## src/rtl/sample_pkg.sv

```systemverilog
// Shared types, parameters and fixed-point helpers for the uniform point sampler.
// Fixed-point format: signed TOTAL_BITS, FRAC_BITS fractional bits, all arithmetic wraps.
package sample_pkg;

  localparam int unsigned N_SAMPLES  = 32;
  localparam int unsigned LOG2_N     = 5;
  localparam int unsigned INT_BITS   = 12;
  localparam int unsigned FRAC_BITS  = 4;
  localparam int unsigned TOTAL_BITS = INT_BITS + FRAC_BITS;

  typedef logic signed [TOTAL_BITS-1:0] fix_t;
  typedef logic [LOG2_N-1:0]            idx_t;

  typedef enum logic [1:0] {IDLE, SETUP, RUN} state_e;

  // Uniform z step: (far - near) with one guard bit, floor-divided by N_SAMPLES.
  function automatic fix_t step_calc(input fix_t near_v, input fix_t far_v);
    logic signed [TOTAL_BITS:0] diff;
    logic signed [TOTAL_BITS:0] shifted;
    diff    = {far_v[TOTAL_BITS-1], far_v} - {near_v[TOTAL_BITS-1], near_v};
    shifted = diff >>> LOG2_N;
    return shifted[TOTAL_BITS-1:0];
  endfunction

  // Full-width signed product, rescaled by FRAC_BITS, low bits kept (wraps).
  function automatic fix_t fix_mul(input fix_t a, input fix_t b);
    logic signed [2*TOTAL_BITS-1:0] a_w;
    logic signed [2*TOTAL_BITS-1:0] b_w;
    logic signed [2*TOTAL_BITS-1:0] prod;
    a_w  = a;
    b_w  = b;
    prod = a_w * b_w;
    prod = prod >>> FRAC_BITS;
    return prod[TOTAL_BITS-1:0];
  endfunction

  function automatic fix_t fix_add(input fix_t a, input fix_t b);
    fix_t sum;
    sum = a + b;
    return sum;
  endfunction

endpackage

```

## src/rtl/sample_pt_lane.sv

```systemverilog
// One axis of the shared point datapath: pt_o = o_i + ((d_i * z_i) >>> FRAC_BITS).
// Ports:
//   o_i  - ray origin component
//   d_i  - ray direction component
//   z_i  - sample depth
//   pt_o - sampled point component (combinational, wrapping)
module sample_pt_lane
  import sample_pkg::*;
(
  input  fix_t o_i,
  input  fix_t d_i,
  input  fix_t z_i,
  output fix_t pt_o
);

  assign pt_o = fix_add(o_i, fix_mul(d_i, z_i));

endmodule

```

## src/rtl/sample_points_seq.sv

```systemverilog
// Per-ray uniform point sampler. Accepts one ray, computes the z step, then streams
// N_SAMPLES points o + d*z over a valid/ready interface using one shared 3-lane datapath.
// Ports:
//   clk, rst_n                 - clock, async active-low reset
//   ray_valid/ray_ready        - ray handshake (ready only when idle)
//   ray_o_*/ray_d_*/near/far   - ray origin, direction, depth bounds
//   pt_valid/pt_ready          - point handshake
//   pt_x/y/z, pt_zval, pt_idx  - registered sample point, depth and index
//   pt_last                    - marks the final sample of the ray
//   busy                       - a ray is in flight
module sample_points_seq
  import sample_pkg::*;
(
  input  logic clk,
  input  logic rst_n,
  input  logic ray_valid,
  output logic ray_ready,
  input  fix_t ray_o_x,
  input  fix_t ray_o_y,
  input  fix_t ray_o_z,
  input  fix_t ray_d_x,
  input  fix_t ray_d_y,
  input  fix_t ray_d_z,
  input  fix_t near,
  input  fix_t far,
  output logic pt_valid,
  input  logic pt_ready,
  output fix_t pt_x,
  output fix_t pt_y,
  output fix_t pt_z,
  output fix_t pt_zval,
  output idx_t pt_idx,
  output logic pt_last,
  output logic busy
);

  state_e state_q;
  fix_t   o_x_q, o_y_q, o_z_q;
  fix_t   d_x_q, d_y_q, d_z_q;
  fix_t   near_q, far_q, step_q;
  fix_t   pt_x_q, pt_y_q, pt_z_q, pt_zval_q;
  idx_t   pt_idx_q;
  logic   pt_valid_q, pt_last_q;

  fix_t zval_d;
  fix_t lane_x, lane_y, lane_z;

  // The point register doubles as the z accumulator: in SETUP the datapath sees near,
  // in RUN it sees the next z so the following point is ready at the handshake edge.
  assign zval_d = (state_q == SETUP) ? near_q : fix_add(pt_zval_q, step_q);

  sample_pt_lane u_lane_x (.o_i(o_x_q), .d_i(d_x_q), .z_i(zval_d), .pt_o(lane_x));
  sample_pt_lane u_lane_y (.o_i(o_y_q), .d_i(d_y_q), .z_i(zval_d), .pt_o(lane_y));
  sample_pt_lane u_lane_z (.o_i(o_z_q), .d_i(d_z_q), .z_i(zval_d), .pt_o(lane_z));

  always_ff @(posedge clk or negedge rst_n) begin
    if (!rst_n) begin
      state_q    <= IDLE;
      o_x_q      <= '0;
      o_y_q      <= '0;
      o_z_q      <= '0;
      d_x_q      <= '0;
      d_y_q      <= '0;
      d_z_q      <= '0;
      near_q     <= '0;
      far_q      <= '0;
      step_q     <= '0;
      pt_x_q     <= '0;
      pt_y_q     <= '0;
      pt_z_q     <= '0;
      pt_zval_q  <= '0;
      pt_idx_q   <= '0;
      pt_valid_q <= 1'b0;
      pt_last_q  <= 1'b0;
    end else begin
      unique case (state_q)
        IDLE: begin
          if (ray_valid) begin
            o_x_q   <= ray_o_x;
            o_y_q   <= ray_o_y;
            o_z_q   <= ray_o_z;
            d_x_q   <= ray_d_x;
            d_y_q   <= ray_d_y;
            d_z_q   <= ray_d_z;
            near_q  <= near;
            far_q   <= far;
            state_q <= SETUP;
          end
        end
        SETUP: begin
          step_q     <= step_calc(near_q, far_q);
          pt_x_q     <= lane_x;
          pt_y_q     <= lane_y;
          pt_z_q     <= lane_z;
          pt_zval_q  <= zval_d;
          pt_idx_q   <= '0;
          pt_last_q  <= 1'b0;
          pt_valid_q <= 1'b1;
          state_q    <= RUN;
        end
        RUN: begin
          if (pt_ready) begin
            if (pt_last_q) begin
              pt_valid_q <= 1'b0;
              pt_last_q  <= 1'b0;
              state_q    <= IDLE;
            end else begin
              pt_x_q    <= lane_x;
              pt_y_q    <= lane_y;
              pt_z_q    <= lane_z;
              pt_zval_q <= zval_d;
              pt_idx_q  <= pt_idx_q + idx_t'(1);
              pt_last_q <= (pt_idx_q == idx_t'(N_SAMPLES - 2));
            end
          end
        end
        default: state_q <= IDLE;
      endcase
    end
  end

  assign ray_ready = (state_q == IDLE);
  assign busy      = (state_q != IDLE);
  assign pt_valid  = pt_valid_q;
  assign pt_last   = pt_last_q;
  assign pt_x      = pt_x_q;
  assign pt_y      = pt_y_q;
  assign pt_z      = pt_z_q;
  assign pt_zval   = pt_zval_q;
  assign pt_idx    = pt_idx_q;

endmodule

```

## config.mk

```make
export PLATFORM = sky130hd
export DESIGN_NAME = sample_points_seq
export DESIGN_NICKNAME = d
export VERILOG_FILES = /design/src/rtl/sample_pkg.sv /design/src/rtl/sample_pt_lane.sv /design/src/rtl/sample_points_seq.sv
export SDC_FILE = /design/constraint.sdc
export NUM_CORES = 2
export LEC_CHECK = 0
export BUFFER_PORTS_ARGS = -buffer_cell sky130_fd_sc_hd__buf_2
export CORE_MARGIN = 8
export CORE_UTILIZATION = 40
export CTS_CLUSTER_SIZE = 16
export DETAILED_ROUTE_END_ITERATION = 8
export SLEW_MARGIN = 20
export SYNTH_ARGS = -nofsm -noshare
export SYNTH_HDL_FRONTEND = slang
export SYNTH_SLANG_ARGS = --single-unit
```

## constraint.sdc

```tcl
create_clock -name clk -period 8.8 [get_ports clk]
set_input_delay 0.88 -clock clk [delete_from_list [all_inputs] [get_ports clk]]
set_output_delay 0.88 -clock clk [all_outputs]
set_load 0.02 [all_outputs]
```

==> results.md <==
- Vias in the first global route: 23,220
- Worst-margin pin slew: 0.9180 ns
- Post-Synthesis Cells: 3,116
- CP max stage delay: 0.53 ns
- Routed wire per std cell: 18.48 microns
- Endpoints failing setup: 0
- Ports: 205
- Core footprint: 72,460 sq um
- Post-synth EDFFs: 0
- DRC viols: 0
- Warnings from Yosys: 0
- Multi-input logic area: 21,350 sq um
- Grt ovf: 0
- Overall Global Routing Usage: 0.1930
- Die Wd: 285.5 microns
- Syn nets: 3,932
- Skew-Pair Late Insertion Delay: 0.61 ns
- Final slew viol count: 0
- Post-route cell area: 33,380 sq um
- Syn_area_per_cell: 9.321 sq um
- Filler cell count: 7,020
- Root Driver: clkbuf_16
- Initial drt markers: 896
- Crit-path max FO: 7
- Mapped cell area: 29,050 sq um
- Max-Cap Viols: 0
- Final hold violations: 0
- Drt first pass iters: 7
- Dpl ws: 0.09138 ns
- Delay-heaviest family, CP: adder cells
- Critical path's slowest cell: fa_2
- Rows: 99
- CP dominant cell by count: xnor2_1
- WP data arrival: 9.07 ns
- IO buf count: 204
- Synth Register Bits: 213
- Ys flop type: dfrtp_1
- Clock Sinks: 213
- Num CTS Buffers: 28
- Starting density of the core: 0.4008
- Area share of the largest cell type after synthesis: 0.2840
- Ranking of synthesized cells by area: fa_1 (28%), dfrtp_1 (18%), ha_1 (12%)
- WP buf/inv: 4
- Clock Path Buffers: 3
- Total wire length: 80,180 microns
- Initial antenna violation count: 1
- Most frequent cell after synthesis: inv_1
- Worst slew margin: 0.3880
- Critical path capture point type: flip-flop
- Commonest cells in the synthesized netlist: inv_1 (607), fa_1 (412), nand2_1 (372), ha_1 (272), and2_1 (231)
- Routed Antenna Nets: 0
- CP required: 9.34 ns
- Post-synth ARST share: 1.000
- Cell Area, Placed: 31,960 sq um
- DIE HEIGHT: 285.5 microns
- Period utilization: 0.9697
- Reg area: 5330 sq um
- Fraction of layout cells with a size suffix above 1: 0.1747
- DR vias/cell: 4.966
- Routability Congestion: 0.8664
- Global-route wire length before repair: 126,400 microns
- Final Skew: 0.04051 ns
- Fin crit period: 8.533 ns
- Area Growth Syn to Fin: 14.94%
- Status: finished clean
- CTS tree: built
- Maximum clock frequency: 0.1172 GHz
- CTS HTree Levels: 1
- Final #Nets: 4,174
- Worst setup SP type: flip-flop
- CTS Hold Bufs: 0
- Setup WS post-layout: 0.2665 ns
- Hpwl dp: 60,810 microns
- Yosys top cell by area: fa_1
- Largest net degree at the start of global routing: 126
- Vias: 21,540
- Clock-pin slew on the worst setup and hold paths: 0.06 ns
- Die ar.: 81,490 sq um
- Final core occ: 0.4607
- Post-synthesis sequential area ratio: 0.1835
- Hold Crit Class: primary input to async pin
- Post-synth cell types: 66
- CP Class: flip-flop to flip-flop
[layer usage]
metal	routed length, microns	vias to the layer above	global-route usage
li1	-	10130	-
met1	32520	10830	0.2350
met2	41600	484	0.3546
met3	3831	102	0.02634
met4	2223	0	0.05271
met5	0	-	0
[registers in the layout (all words and copies together) (netlist names)]
register / flops
pt_z: 16
pt_zval: 16
far_q: 16
pt_x: 16
step_q: 12
pt_last: 1
pt_valid: 1
pt_idx: 5
d_x_q: 16
o_y_q: 16
pt_y: 16
near_q: 16
o_z_q: 16
d_y_q: 16
o_x_q: 16
state_q: 2
d_z_q: 16
[cell type report]
cell class,instances,share of cell area
diodes,1,0.00007496
well taps,959,0.03594
inverters,607,0.06825
flip-flops and latches,213,0.1597
clock inverters,15,0.006034
multi-input cells,2168,0.6394
clock buffers,35,0.02237
repair buffers,340,0.06829
[cell families after synthesis]
family	count (synthesis)	share of synthesized area
AO/OA/AOI/OAI	303	0.06707
multiplexers	119	0.04605
AND/OR/NAND/NOR	898	0.1513
adder cells (fa/ha/maj)	684	0.4011
buffers and inverters	737	0.09533
XOR/XNOR	162	0.05557
flip-flops	213	0.1835
[layout by cell type (no fill, tap or decap), types with 5 or more instances in the layout]
| cell | n |
|---|---|
| and3_1 | 7 |
| or2_2 | 16 |
| o21bai_1 | 19 |
| nor3_2 | 5 |
| o31ai_1 | 7 |
| xnor2_1 | 106 |
| a211o_1 | 5 |
| xnor3_1 | 12 |
| nand2b_1 | 14 |
| nand3_1 | 10 |
| clkbuf_1 | 5 |
| dfrtp_1 | 213 |
| buf_12 | 12 |
| a21oi_2 | 8 |
| and2_1 | 230 |
| fa_1 | 408 |
| and4_1 | 5 |
| o21ai_1 | 5 |
| buf_2 | 203 |
| a21oi_4 | 5 |
| mux2_2 | 117 |
| a31oi_1 | 10 |
| ha_1 | 268 |
| nor3_1 | 23 |
| nor2_1 | 121 |
| o21ai_0 | 49 |
| xor2_1 | 39 |
| inv_1 | 607 |
| nor2b_1 | 59 |
| a21o_1 | 15 |
| a21oi_1 | 91 |
| o21ba_2 | 5 |
| nand2_1 | 371 |
| clkbuf_16 | 32 |
| o21a_1 | 19 |
| a2111o_1 | 5 |
| buf_4 | 118 |
| o211ai_1 | 6 |
[path summary, 6_finish.rpt]
check | cells after the start | from | slack [ns] | to
hold reg to reg | 2 | pt_x[1]$_DFFE_PN0P_ | 0.46 | pt_x[1]$_DFFE_PN0P_
hold / removal | 1 | rst_n | 0.30 | pt_z[8]$_DFFE_PN0P_
setup / recovery | 31 | step_q[4]$_DFFE_PN0P_ | 0.27 | pt_y[15]$_DFFE_PN0P_
max in group asynchronous | 2 | rst_n | 7.35 | near_q[6]$_DFFE_PN0P_
min in group clk | 2 | pt_x[1]$_DFFE_PN0P_ | 0.46 | pt_x[1]$_DFFE_PN0P_
setup reg to reg | 31 | step_q[4]$_DFFE_PN0P_ | 0.27 | pt_y[15]$_DFFE_PN0P_
[what timing repair did]
| item | in CTS | in global routing |
|---|---|---|
| resized for setup | 0 | 55 |
| endpoints found under the setup margin | 0 | 4 |
| buffers inserted | 0 | 19 |
[through the flow]
step	setup TNS, ns	hold WS (ns)	instances
after floorplan	0	0.4526	3116
after global routing	-0.1176	0.3494	4337
final	0	0.2983	4338
after CTS	0	0.3021	4313
after detailed placement	0	0.4547	4263
after global placement	0	0.4490	4263
Power is left out: the tool's default activity adds up to more than one toggle a clock period on the data nets, which glitch-free logic cannot reach.
